`config.mk`:
```
export PLATFORM = sky130hd
export DESIGN_NAME = mmap_router
export DESIGN_NICKNAME = d
export VERILOG_FILES = /design/src/rtl/mmap_router.sv
export SDC_FILE = /design/constraint.sdc
export NUM_CORES = 1
export LEC_CHECK = 0
export ABC_CLOCK_PERIOD_IN_PS = 2090
export BUFFER_PORTS_ARGS = -buffer_cell sky130_fd_sc_hd__buf_2
export CORE_MARGIN = 1.5
export CORE_UTILIZATION = 48
export CTS_BUF_LIST = sky130_fd_sc_hd__clkbuf_16
export DETAILED_ROUTE_END_ITERATION = 8
export PLACE_DENSITY = 0.87
export SLEW_MARGIN = 10
export SYNTH_ARGS = -nofsm -noshare
export SYNTH_HDL_FRONTEND = slang
export SYNTH_SLANG_ARGS = --single-unit
```
`constraint.sdc`:
```
create_clock -name clock -period 2.09 [get_ports clock]
set_clock_uncertainty 0.2 [all_clocks]
set_input_delay 0.1045 -clock clock [delete_from_list [all_inputs] [get_ports clock]]
set_output_delay 0.1045 -clock clock [all_outputs]
set_load 0.02 [all_outputs]
```
`src/rtl/mmap_router.sv`:
```
// Multi-region address decoder with a fixed-latency tagged read-return pipeline.
// Requests are routed to the lowest-index matching region, rebased to that region's start.
module mmap_router #(
  parameter int                   NREG     = 4,
  parameter int                   AW       = 16,
  parameter int                   DW       = 8,
  parameter logic [NREG*AW-1:0]   STARTS   = {16'hFF80, 16'hC000, 16'h8000, 16'h0000},
  parameter logic [NREG*AW-1:0]   ENDS     = {16'hFFFE, 16'hDFFF, 16'h9FFF, 16'h7FFF},
  parameter int                   RD_LAT   = 2,
  parameter int                   REQ_REG  = 1,
  parameter logic [DW-1:0]        OPEN_BUS = 8'hFF
) (
  input  logic                 clock,
  input  logic                 resetn,
  input  logic [AW-1:0]        m_address,
  input  logic [DW-1:0]        m_indata,
  input  logic                 m_load,
  input  logic                 m_store,
  output logic [DW-1:0]        m_outdata,
  output logic                 m_rvalid,
  output logic                 m_miss,
  output logic [7:0]           miss_count,
  output logic [NREG*AW-1:0]   s_address,
  output logic [NREG*DW-1:0]   s_indata,
  input  logic [NREG*DW-1:0]   s_outdata,
  output logic [NREG-1:0]      s_load,
  output logic [NREG-1:0]      s_store
);

  localparam int IW = (NREG > 1) ? $clog2(NREG) : 1;
  localparam int D  = REQ_REG + RD_LAT;

  typedef struct packed {
    logic          valid;
    logic          mapped;
    logic [IW-1:0] idx;
  } tag_t;

  logic          hit_any;
  logic [IW-1:0] hit_idx;
  logic [AW-1:0] hit_off;

  // Offset-from-start compare is the same as START <= addr <= END given END >= START,
  // and it yields the rebased address for free. Descending scan lets index 0 win.
  always_comb begin
    hit_any = 1'b0;
    hit_idx = '0;
    hit_off = '0;
    for (int i = NREG - 1; i >= 0; i--) begin
      if ((m_address - STARTS[i*AW +: AW]) <= (ENDS[i*AW +: AW] - STARTS[i*AW +: AW])) begin
        hit_any = 1'b1;
        hit_idx = IW'(i);
        hit_off = m_address - STARTS[i*AW +: AW];
      end
    end
  end

  logic req_load;
  logic req_store;
  logic req_miss;

  // A simultaneous load and store is treated as a store only.
  assign req_store = m_store;
  assign req_load  = m_load & ~m_store;
  assign req_miss  = (m_load | m_store) & ~hit_any;

  logic [NREG*AW-1:0] nxt_address;
  logic [NREG*DW-1:0] nxt_indata;
  logic [NREG-1:0]    nxt_load;
  logic [NREG-1:0]    nxt_store;

  always_comb begin
    nxt_address = '0;
    nxt_indata  = '0;
    nxt_load    = '0;
    nxt_store   = '0;
    for (int i = 0; i < NREG; i++) begin
      if (hit_any && (hit_idx == IW'(i))) begin
        nxt_address[i*AW +: AW] = hit_off;
        nxt_indata[i*DW +: DW]  = m_indata;
        nxt_load[i]             = req_load;
        nxt_store[i]            = req_store;
      end
    end
  end

  generate
    if (REQ_REG != 0) begin : g_req_reg
      always_ff @(posedge clock or negedge resetn) begin
        if (!resetn) begin
          s_address <= '0;
          s_indata  <= '0;
          s_load    <= '0;
          s_store   <= '0;
        end else begin
          s_address <= nxt_address;
          s_indata  <= nxt_indata;
          s_load    <= nxt_load;
          s_store   <= nxt_store;
        end
      end
    end else begin : g_req_comb
      // Gated by resetn so the slave side reads all-zero while reset is held.
      always_comb begin
        s_address = resetn ? nxt_address : '0;
        s_indata  = resetn ? nxt_indata  : '0;
        s_load    = resetn ? nxt_load    : '0;
        s_store   = resetn ? nxt_store   : '0;
      end
    end
  endgenerate

  tag_t tag_in;
  tag_t tag_q [D];
  tag_t tag_out;

  always_comb begin
    tag_in = '0;
    if (req_load) begin
      tag_in.valid  = 1'b1;
      tag_in.mapped = hit_any;
      tag_in.idx    = hit_idx;
    end
  end

  always_ff @(posedge clock or negedge resetn) begin
    if (!resetn) begin
      for (int k = 0; k < D; k++) tag_q[k] <= '0;
    end else begin
      tag_q[0] <= tag_in;
      for (int k = 1; k < D; k++) tag_q[k] <= tag_q[k-1];
    end
  end

  assign tag_out = tag_q[D-1];

  // Return side is a pure strobe with no backpressure: m_outdata is meaningful
  // only while m_rvalid is high and is forced to 0 otherwise.
  logic [DW-1:0] rd_sel;

  always_comb begin
    rd_sel = '0;
    for (int i = 0; i < NREG; i++) begin
      if (tag_out.idx == IW'(i)) rd_sel = s_outdata[i*DW +: DW];
    end
    m_rvalid  = tag_out.valid;
    m_outdata = '0;
    if (tag_out.valid) m_outdata = tag_out.mapped ? rd_sel : OPEN_BUS;
  end

  always_ff @(posedge clock or negedge resetn) begin
    if (!resetn) begin
      m_miss     <= 1'b0;
      miss_count <= 8'h00;
    end else begin
      m_miss <= req_miss;
      if (req_miss && (miss_count != 8'hFF)) miss_count <= miss_count + 8'd1;
    end
  end

endmodule

```
# == Yosys cells after proc, flatten, opt, wreduce, memory -nomap -nowiden ==
# Cells that the tools add are included.
# word_totals
reg_bits,125
input_bits,60
output_inout_bits,122
wordCells,77
# classes
n_addsub,4
magnitude_cmp,4
n_eq_ne,7
muxes,35
n_bitwise,5
n_reduce_logical,7
# op_table
cell,n
$mux 16,8
$mux 8,10
$sub 16x16->16 const B,3
$le 16x13->1 const B,2
$le 16x15->1 const B,1
$le 16x7->1 const B,1
$mux 1,12
$add 8x1->8 const B,1
$eq 2x2->1 const B,4
$mux 2,4
$ne 8x8->1 const B,1
$logic_and 1x1->1,5
$eq 2x1->1 const B,2
$logic_not 2->1,2
$mux 4,1
$and 1x1->1,2
$not 1->1,2
$or 1x1->1,1

# == Depth between registers and ports, before layout ==
# Gate-level depths: netlist (run 1).
# depth
ltp_word,9
ltp_mapped,10
mapped_depth_nobuf,8

# == Worst setup path after synthesis (run 1) ==
# Ideal clock, no wire load.
# synth_path
kind,input-to-reg
startpoint,input port m_address[9]
endpoint,register miss_count[6]
setup_ns,0.128
t_arrival_ns,1.670
required_ns,1.762
slack_ns,0.093
path_stages,7
path_buffers,1
path_cell_list,buf_2 > nand2_1 > nor4_1 > o21ai_1 > o2111ai_4 > nor4_2 > mux2_1
# synth_via
elab_chain_len,9
elab_cells_between_ends,14
cone_classes,add/sub: 3; order compare: 4; mux: 4; bitwise: 2; reduce/logical: 1
# synth_rtl
item,line_no,rtl
start: declaration,15,"input logic [AW-1:0] m_address,"
$sub 16x16->16,50,if ((m_address - STARTS[i*AW +: AW]) <= (ENDS[i*AW +: AW] - STARTS[i*AW +: AW])) begin
$le 16x7->1,50,
$mux 1 (3 in a row),50,
$mux 1 *,50,
$not 1->1 *,65,assign req_miss = (m_load | m_store) & ~hit_any;
$and 1x1->1 *,65,
$logic_and 1x1->1 *,157,if (req_miss && (miss_count != 8'hFF)) miss_count <= miss_count + 8'd1;
end signal: assignment,157,
end: declaration,22,"output logic [7:0] miss_count,"
# Every way passes the cells marked *; elsewhere a longest branch is shown, timed or not.
# A chain may end at the register's enable or synchronous reset.

# == Worst setup path after layout (run 1) ==
# layout_path
startpoint,register tag_q (netlist bit tag_out[0])
endpoint,output port m_outdata[0]
# layout_via
elab_chain_len,7
elab_cells_between_ends,10
cone_classes,eq/ne: 3; mux: 6; reduce/logical: 1
# layout_rtl
item,line_no,rtl
start: declaration,114,tag_t tag_q [D];
$logic_not 2->1,144,if (tag_out.idx == IW'(i)) rd_sel = s_outdata[i*DW +: DW];
$mux 8 (3 in a row),144,
$mux 8 *,144,
$mux 8 * (2 in a row),148,if (tag_out.valid) m_outdata = tag_out.mapped ? rd_sel : OPEN_BUS;
end: declaration,19,"output logic [DW-1:0] m_outdata,"
# Marked as above.

==> reports/metrics.cfg, run 1 <==
[synth]
synth_top_area_cell=dfrtp_1
synth_top_area_frac=0.6651
async_flop_share=1.000
ys_top_cells_by_area=dfrtp_1 67%, and2_1 8.2%, mux4_2 3.8%
yosys_most_used_dff=dfrtp_1
yosysUniqueCellTypes=44
syn_area_per_cell_um2=13.79
netlist_instances=341
synthMostInstantiatedCell=dfrtp_1
ys_seq_area_frac=0.6651
syn_area_um2=4703
yosys-top-cells-count=125 x dfrtp_1, 62 x and2_1, 26 x and3_1, 12 x clkbuf_1
synth-seq-cells=125
synth_edf_count=0
yosysWarnings=0

[timing]
grt_setup_unrepaired=yes
post-route-period-util=1.000
timing.slew.headroom=0.6643
worst_pin_slew_ns=0.5035
finalCriticalPeriod_ns=2.090
finalWorstSetupSlack_ns=0.00006783
finalMaxSlewViolations=0
worst_hold_slack_ns=0.02181
fmax_ghz=0.4785
setup_violations=0
finalHoldViolations=0

[worst_setup_path]
critical_path.slowest_cell=mux4_2
crit_path_start_kind=flop
worstPathCellList=buf_4 -> mux4_2 -> o21a_1 -> buf_2
cp_max_fo=4
cpPeakStageDelay_ns=0.49
path_class=reg2out
cp.arrival_ns=1.79
critical_path.endpoint_type=primary output
cp.required_ns=1.79

[final_layout]
area_growth_pct=46.10
drive_gt1_frac=0.4387
stdcell_count=733
n_antenna_cell=0
final_nets=658

[power]
power_w=0.006352
vdd_drop_max_v=0.0007513
p_leak_nw=3.777
power.density_nw_per_um2=924.4

[global_routing]
grt_start_max_net_pins=42
grt_pass1_vias=3859
grt-ovfl-total=0
antenna_found_initial=0
track_usage=0.2524
grt_pass1_wl_um=19350

[floorplan]
initial_core_util=0.5019
die_x_um=102.0
dieArea_um2=10400
core_area_um2=9371
row_count=35
die_h_um=102.0
pin_count=182

[placed_design]
io_buffers=181
place_inst=667
gp_congestion=0.8962
hpwlAfterDp_um=8227
dp_slack_ns=-0.04973

[detailed_routing]
dr.pass1.iters=4
drt-initial-drc-count=152
wl_um=12880
drt-vias-per-instance=5.022
ant_nets=0
wl_per_cell_um=17.57
vias=3681
drcViolationCount=0

[cts]
cts_tree=built
cts_sinks=125
path_clk_slew_ns=0.06
cts-buffers-inserted=17
clk_root_buffer_cell=clkbuf_16
clockBufferDepth=2
clk_latency_ns=0.40
htreeDepth=4

[job]
maxCapViolations=0

[min_path]
hold_path_class=in2async

[run_status]
outcome=completed

==> worst paths after layout <==
| path | slack [ns] | cells past startpoint | endpoint | start |
|---|---|---|---|---|
| max | 0.00007 | 4 | m_outdata[0] | tag_out[0] |
| min | 0.02 | 2 | s_address[57] | resetn |
| max reg2reg | 0.08 | 6 | miss_count[1] | miss_count[1] |
| min reg2reg | 0.14 | 0 | m_rvalid | tag_q[7] |
| max in group asynchronous | 1.01 | 3 | s_indata[27] | resetn |
| min in group clock | 0.03 | 3 | s_load[0] | m_address[15] |
==> per-layer routing <==
metal  vias to the layer above  GRT usage  routed length, um
met2                       168     0.4422               6753
met5                         -          0                  0
li1                       1649          -                  -
met1                      1841     0.2979               5136
met3                        23    0.06703                753
met4                         0    0.09589                235
==> cells by family (layout without fill, tap and decap cells) <==
logic type / Yosys count / count (layout) / synth area share
and+or+nand+nor: 143 / 143 / 0.1918
muxes: 11 / 11 / 0.04629
buffers and inverters: 23 / 277 / 0.02367
other: 1 / 10 / 0.0007973
adders and majority gates: 7 / 7 / 0.01862
xor gates and xnor gates: 10 / 10 / 0.01862
DFF: 125 / 125 / 0.6651
AOI/OAI and AO/OA: 21 / 21 / 0.03512
==> worst max-delay path, delay by kind of cell (launching register included) <==
| family | cells | cell delay (ns) |
|---|---|---|
| flops | 1 | 0.40 |
| buf+inv | 2 | 0.30 |
| compound gates | 1 | 0.20 |
| mux | 1 | 0.49 |
==> area by class of cell <==
cell class	count	area, um2
flip-flops and latches	125	3131
fillers	629	2500
repair buffers	240	1464
multi-input cells	202	1498
clock inverters	15	173.9
well taps	129	161.4
clock buffers	17	425.4
inverters	5	18.77
==> through the flow <==
stage / setup TNS, ns / area [um2] / util
floorplan: 0 / 4737 / -
global placement: 0 / 5927 / 0.6324
detailed placement: -0.1858 / 5927 / 0.6324
CTS: 0 / 6860 / 0.7320
global route: -0.1835 / 6872 / 0.7332
finish: 0 / 6872 / 0.7332
==> where the power goes <==
part           internal [W]  switching, W
clock               0.00187       0.00105
combinational      0.000325      0.000456
sequential          0.00254      0.000105
==> placed cells by master, fill, tap and decap left out, types with 4 or more instances in the layout <==
| cell | Yosys | routed |
|---|---|---|
| buf_2 | 2 | 178 |
| dfrtp_1 | 125 | 123 |
| and2_1 | 62 | 62 |
| dlygate4sd3_1 | 0 | 30 |
| buf_4 | 0 | 28 |
| and3_1 | 26 | 26 |
| clkbuf_16 | 0 | 17 |
| conb_1 | 1 | 10 |
| nand2_1 | 9 | 9 |
| nor2_1 | 9 | 9 |
| nor3_1 | 9 | 9 |
| xor2_1 | 8 | 8 |
| mux4_2 | 8 | 8 |
| o21a_1 | 8 | 8 |
| ha_1 | 7 | 7 |
| nand3_1 | 6 | 6 |
| inv_1 | 4 | 5 |
| nand4_1 | 4 | 4 |
| a21oi_1 | 4 | 4 |
| nor4_2 | 4 | 4 |
| clkinv_4 | 0 | 4 |
==> flip-flops by register name, indices dropped and copies added (netlist names) <==
signal and count:
s_address 64, s_indata 32, miss_count 8, tag_q 8, s_load 4, s_store 4
tag_out 3, m_miss 1, m_rvalid 1
==> timing repair <==
item | 4_1_cts | 5_1_grt
hold endpoints to repair | 222 | 0
hold buffers | 30 | 0
pin swaps | 1 | 1
gates resized for setup | 2 | 5
setup buffers | 4 | 0
endpoints found under the setup margin | 8 | 11
Note: power is estimated with default switching activity, not from simulation.
==> run 2: changes to the inputs <==
Settings changed: ABC_CLOCK_PERIOD_IN_PS 2090 to 1700, CORE_MARGIN 1.5 to 2, CORE_UTILIZATION 48 to 44, PLACE_DENSITY 0.87 to 0.84.
Clock period 2.09 ns to 1.7 ns, I/O delays scaled along.
==> run 2 against run 1 <==
Against the previous run: the flow now finishes with violations (setup timing); flip-flop and latch count unchanged; global-route usage down 2.5 points; final area up 10%; sequential share of layout area down 4.1 points; hold slack better by 0.019 ns.
==> reports/metrics.cfg, run 2 (same netlist as run 1, synthesis figures left out) <==
[min_path]
hold_depth=4
hold_path_class=in2reg
hold_path_startpoint=m_address[13]
hold_path_end=s_address[13]

[final_layout]
final_cell_mix=171 x buf_2, 120 x dfrtp_1, 62 x and2_1, 59 x buf_4, 34 x dlygate4sd3_1
final_nets=704
area_growth_pct=60.81
drive_gt1_frac=0.5177
largestRegisters=s_address: 64 flops, s_indata: 32 flops
largest_reg_flops=64
fillers=673
final_common_cell=buf_2
stdcell_count=785
top_register=s_address
n_antenna_cell=0

[power]
p_sw_w=0.002017
vdd_drop_max_v=0.0007356
comb_power_share=0.168
p_int_w=0.005874
power_w=0.007891
p_leak_nw=4.024
clockPowerShare=0.422
netSwitchingFraction=0.2556
p_seq_frac=0.410
power.density_nw_per_um2=1043

[placed_design]
io_buffers=181
gp_congestion=0.8961
place_inst=710
dp_slack_ns=-0.5117
hpwlAfterDp_um=8668

[floorplan]
row_count=37
core_area_um2=10370
die_h_um=107.4
dieArea_um2=11530
pin_count=182
initial_core_util=0.4535
die_x_um=107.4

[global_routing]
grt-ovfl-total=0
track_usage=0.2269
grt_pass1_wl_um=19750
antenna_found_initial=0
grt_pass1_vias=3846
grt_start_max_net_pins=73

[cts]
clk_root_buffer_cell=clkbuf_16
cts-buffers-inserted=17
path_clk_slew_ns=0.05
cts_sinks=125
htreeDepth=4
cts_tree=built
clk_latency_ns=0.39
clockBufferDepth=2

[timing]
fmax_ghz=0.4862
finalCriticalPeriod_ns=2.057
tns_ns=-2.840
finalMaxSlewViolations=0
finalWorstSetupSlack_ns=-0.3567
finalHoldViolations=0
post-route-period-util=1.210
setup_violations=13
grt_setup_unrepaired=yes

[run_status]
outcome=finished with violations
violations=setup timing

[worst_setup_path]
critical_path.endpoint_type=primary output
crit_path_start_kind=flop
cp.arrival_ns=1.77
cp_max_fo=8
cp.required_ns=1.41
r2r-end=miss_count[7]
path_class=reg2out
r2r_setup_slack_ns=-0.06
rr_startpoint=miss_count[3]
rr_worst_depth=5

[job]
maxCapViolations=0

[detailed_routing]
dr.pass1.iters=4
wl_um=13520
drt-vias-per-instance=4.832
routedLengthMet1_um=5780
top_layer=met4
vias=3793
drcViolationCount=0
ant_nets=0
drt-initial-drc-count=194
wl_per_cell_um=17.22
route.met3.wl_um=630
wl_met2_um=6878

run 2: cell count changes in the layout (fill, tap and decap cells not counted), moves of 4 or more:
cell,delta
nand3_4,+4
buf_2,-7
buf_4,+31
nor3_1,-4
buf_6,+11
nand3_1,-4
ha_1,-5
dlygate4sd3_1,+4
run 2: repair_timing:
action | CTS | global route
gates cloned | 0 | 2
gates resized for setup | 13 | 56
pin swaps | 4 | 20
hold endpoints to repair | 223 | 1
buffers inserted | 0 | 8
hold buffers | 34 | 1
setup endpoints to repair | 35 | 86
run 2: metal layers:
metal / track usage / vias up
li1: - / 1746
met1: 0.2954 / 1886
met2: 0.3725 / 143
met3: 0.05448 / 18
met4: 0.08150 / 0
met5: 0 / -
run 2: worst max-delay path: stages (launching register included):
cell,delay (ns)
dfrtp_1,0.37
buf_12,0.15
mux4_2,0.51
o21a_1,0.19
buf_2,0.15
run 2: worst max-delay path by stage:
stage                 startpoint       endpoint  slack (ns)  cells after the start
finish                tag_out[0]   m_outdata[0]       -0.36                      4
global route          tag_out[0]   m_outdata[0]       -0.42                      4
CTS                   tag_out[0]   m_outdata[3]       -0.38                      4
detailed placement  m_address[7]  s_address[20]       -0.51                      9
global placement    m_address[7]   s_indata[13]       -0.45                      9
floorplan           m_address[9]  miss_count[7]       -0.13                      8
run 2: cell type report:
type                            instances  area, um2  area share
Sequential cell                       125       3134      0.4144
Timing Repair Buffer                  285       1931      0.2553
Multi-Input combinational cell        203       1752      0.2316
Clock buffer                           17      425.4     0.05624
Tap cell                              136      170.2     0.02250
Clock inverter                         14      130.1     0.01720
Inverter                                5      21.27    0.002812
run 2: through the flow:
stage,instance area [um2],utilization,hold slack [ns]
2_1_floorplan,4807,-,-0.4106
4_1_cts,7242,0.6984,0.04119
5_1_grt,7564,0.7294,0.03355
3_3_place_gp,6289,0.6064,-0.2861
3_5_place_dp,6289,0.6064,-0.2835
6_report,7564,0.7294,0.04110
run 2: power groups by stage:
stage          Clock, W  Sequential [W]  Combinational [W]
6_report        0.00333         0.00324            0.00132
5_1_grt         0.00356         0.00325            0.00143
4_1_cts         0.00340         0.00322            0.00121
3_5_place_dp          0         0.00327            0.00112
3_3_place_gp          0         0.00326            0.00109
2_1_floorplan         0         0.00348           0.000315
==> run 3: changes to the inputs <==
Settings changed: ABC_CLOCK_PERIOD_IN_PS 1700 to 2650, CORE_UTILIZATION 44 to 52, PLACE_DENSITY 0.84 to 0.92.
Clock period 1.7 ns to 2.65 ns, I/O delays scaled along.
==> run 3 against run 2 <==
Against the previous run: the flow now finishes without violations; critical path type is now in2reg; first-iteration DRC count fell by 20%; largest power group unchanged; non-clock buffer count is 70 lower; final area fell by 12%; critical endpoint is now s_indata[28]; via count shrank 3.0%; flip-flop and latch count is the same; combinational power shrank 56%; sequential share of layout area is 5.5 points higher; register-to-register slack improved by 0.74 ns; utilization grew 3.1 points; critical path depth increased by 4; worst setup slack gained 0.41 ns; largest cell class unchanged.
==> reports/metrics.cfg, run 3 (same netlist as run 1, synthesis figures left out) <==
[run_status]
outcome=completed

[final_layout]
fillers=507
largest_reg_flops=64
final_common_cell=buf_2
multiInputGateArea_um2=1510
top_register=s_address
final_cell_mix=180 x buf_2, 125 x dfrtp_1, 62 x and2_1, 28 x dlygate4sd3_1, 26 x and3_1
drive_gt1_frac=0.4207
n_antenna_cell=0
fin_area_um2=6663
stdcell_count=688
final_nets=634
seqCellArea_um2=3128
largestRegisters=s_address: 64 flops, s_indata: 32 flops
area_growth_pct=41.66
final_util=0.7603

[detailed_routing]
dr.pass1.iters=5
vias=3681
drcViolationCount=0
wl_per_cell_um=19.00
drt-vias-per-instance=5.350
wl_um=13070
ant_nets=0
drt-initial-drc-count=156

[cts]
clockBufferDepth=2
clk_latency_ns=0.41
htreeDepth=4
cts_sinks=125
path_clk_slew_ns=0.07
cts-buffers-inserted=17
cts_tree=built
clk_root_buffer_cell=clkbuf_16

[worst_setup_path]
cp_max_fo=29
cp_top_family=simple AND/OR/NAND/NOR gates
cpPeakStageDelay_ns=0.77
crit_path_start_kind=input pin
startpoint=m_address[7]
worstPathCellList=dlygate4sd3_1 -> buf_2 -> nand4_1 -> or4_1 -> nand2_8 -> nor2b_4 -> and3_4 -> and2_1
rr_startpoint=miss_count[2]
cp_num_cells=8
path_class=in2reg
critical_path.endpoint_type=flop
cp.arrival_ns=2.70
cp.required_ns=2.75
r2r_setup_slack_ns=0.68
crit_buf_inv=2
rr_worst_depth=6
r2r-end=miss_count[1]
critical_path.slowest_cell=or4_1

[placed_design]
place_inst=627
hpwlAfterDp_um=8015
gp_congestion=0.8387
io_buffers=181
dpl_cell_area_um2=5746

[timing]
setup_violations=0
timing.slew.headroom=0.3774
fmax_ghz=0.3854
worst_pin_slew_ns=0.9309
finalHoldViolations=0
finalMaxSlewViolations=0
grt_setup_unrepaired=no
finalCriticalPeriod_ns=2.595
post-route-period-util=0.9793
tns_ns=0

[global_routing]
grt_pass1_vias=3875
grt_start_max_net_pins=78
antenna_found_initial=0
track_usage=0.2759
grt_pass1_wl_um=20310
grt-ovfl-total=0

[floorplan]
row_count=34
core_area_um2=8763
die_x_um=99.11
initial_core_util=0.5367
die_h_um=99.11
dieArea_um2=9822
pin_count=182

[power]
power_w=0.005123
vdd_drop_max_v=0.0006409
p_leak_nw=3.676
power.density_nw_per_um2=769.0

[min_path]
hold_path_class=in2async

[job]
maxCapViolations=0

==> run 3: how the worst max path moves through the flow <==
stage | endpoint | slack [ns]
6_report | s_indata[28] | 0.05
5_1_grt | s_store[3] | 0.007
4_1_cts | s_address[49] | 0.03
3_5_place_dp | s_address[49] | 0.14
3_3_place_gp | s_indata[24] | 0.27
2_1_floorplan | miss_count[6] | 0.62
==> run 3: cell type report <==
class / instances / area share
clock inverters: 15 / 0.02986
clock buffers: 17 / 0.06385
well taps: 108 / 0.02028
multi-input cells: 203 / 0.2267
repair buffers: 215 / 0.1870
flip-flops and latches: 125 / 0.4695
inverters: 5 / 0.002817
==> run 3: timing repair <==
item,CTS,global route
setup endpoints to repair,0,18
hold buffers,28,0
hold endpoints to repair,218,0
resized for setup,0,1
setup buffers,0,0
==> run 3: per-stage QoR <==
stage	setup slack (ns)	hold slack, ns
4_1_cts	0.02976	0.1158
5_1_grt	0.006537	0.1581
3_3_place_gp	0.2684	-0.1551
6_report	0.05498	0.1097
3_5_place_dp	0.1368	-0.1499
2_1_floorplan	0.6248	-0.3631
==> run 3: power breakdown <==
part / leakage, nW / internal, W / switching (W)
sequential: 1.67 / 0.00200 / 0.0000802
combinational: 1.69 / 0.000233 / 0.000352
clock: 0.309 / 0.00151 / 0.000939
==> run 3: tightest hold or removal path, stage by stage <==
cell	delay [ns]
dlygate4sd3_1	0.53
buf_4	0.15
buf_12	0.34
==> run 3: per-layer routing <==
layer / wire length [um] / track usage / vias up
met1: 4806 / 0.3120 / 1856
met3: 730 / 0.07168 / 39
met4: 498 / 0.1401 / 0
met2: 7036 / 0.4834 / 184
met5: 0 / 0 / -
li1: - / - / 1602
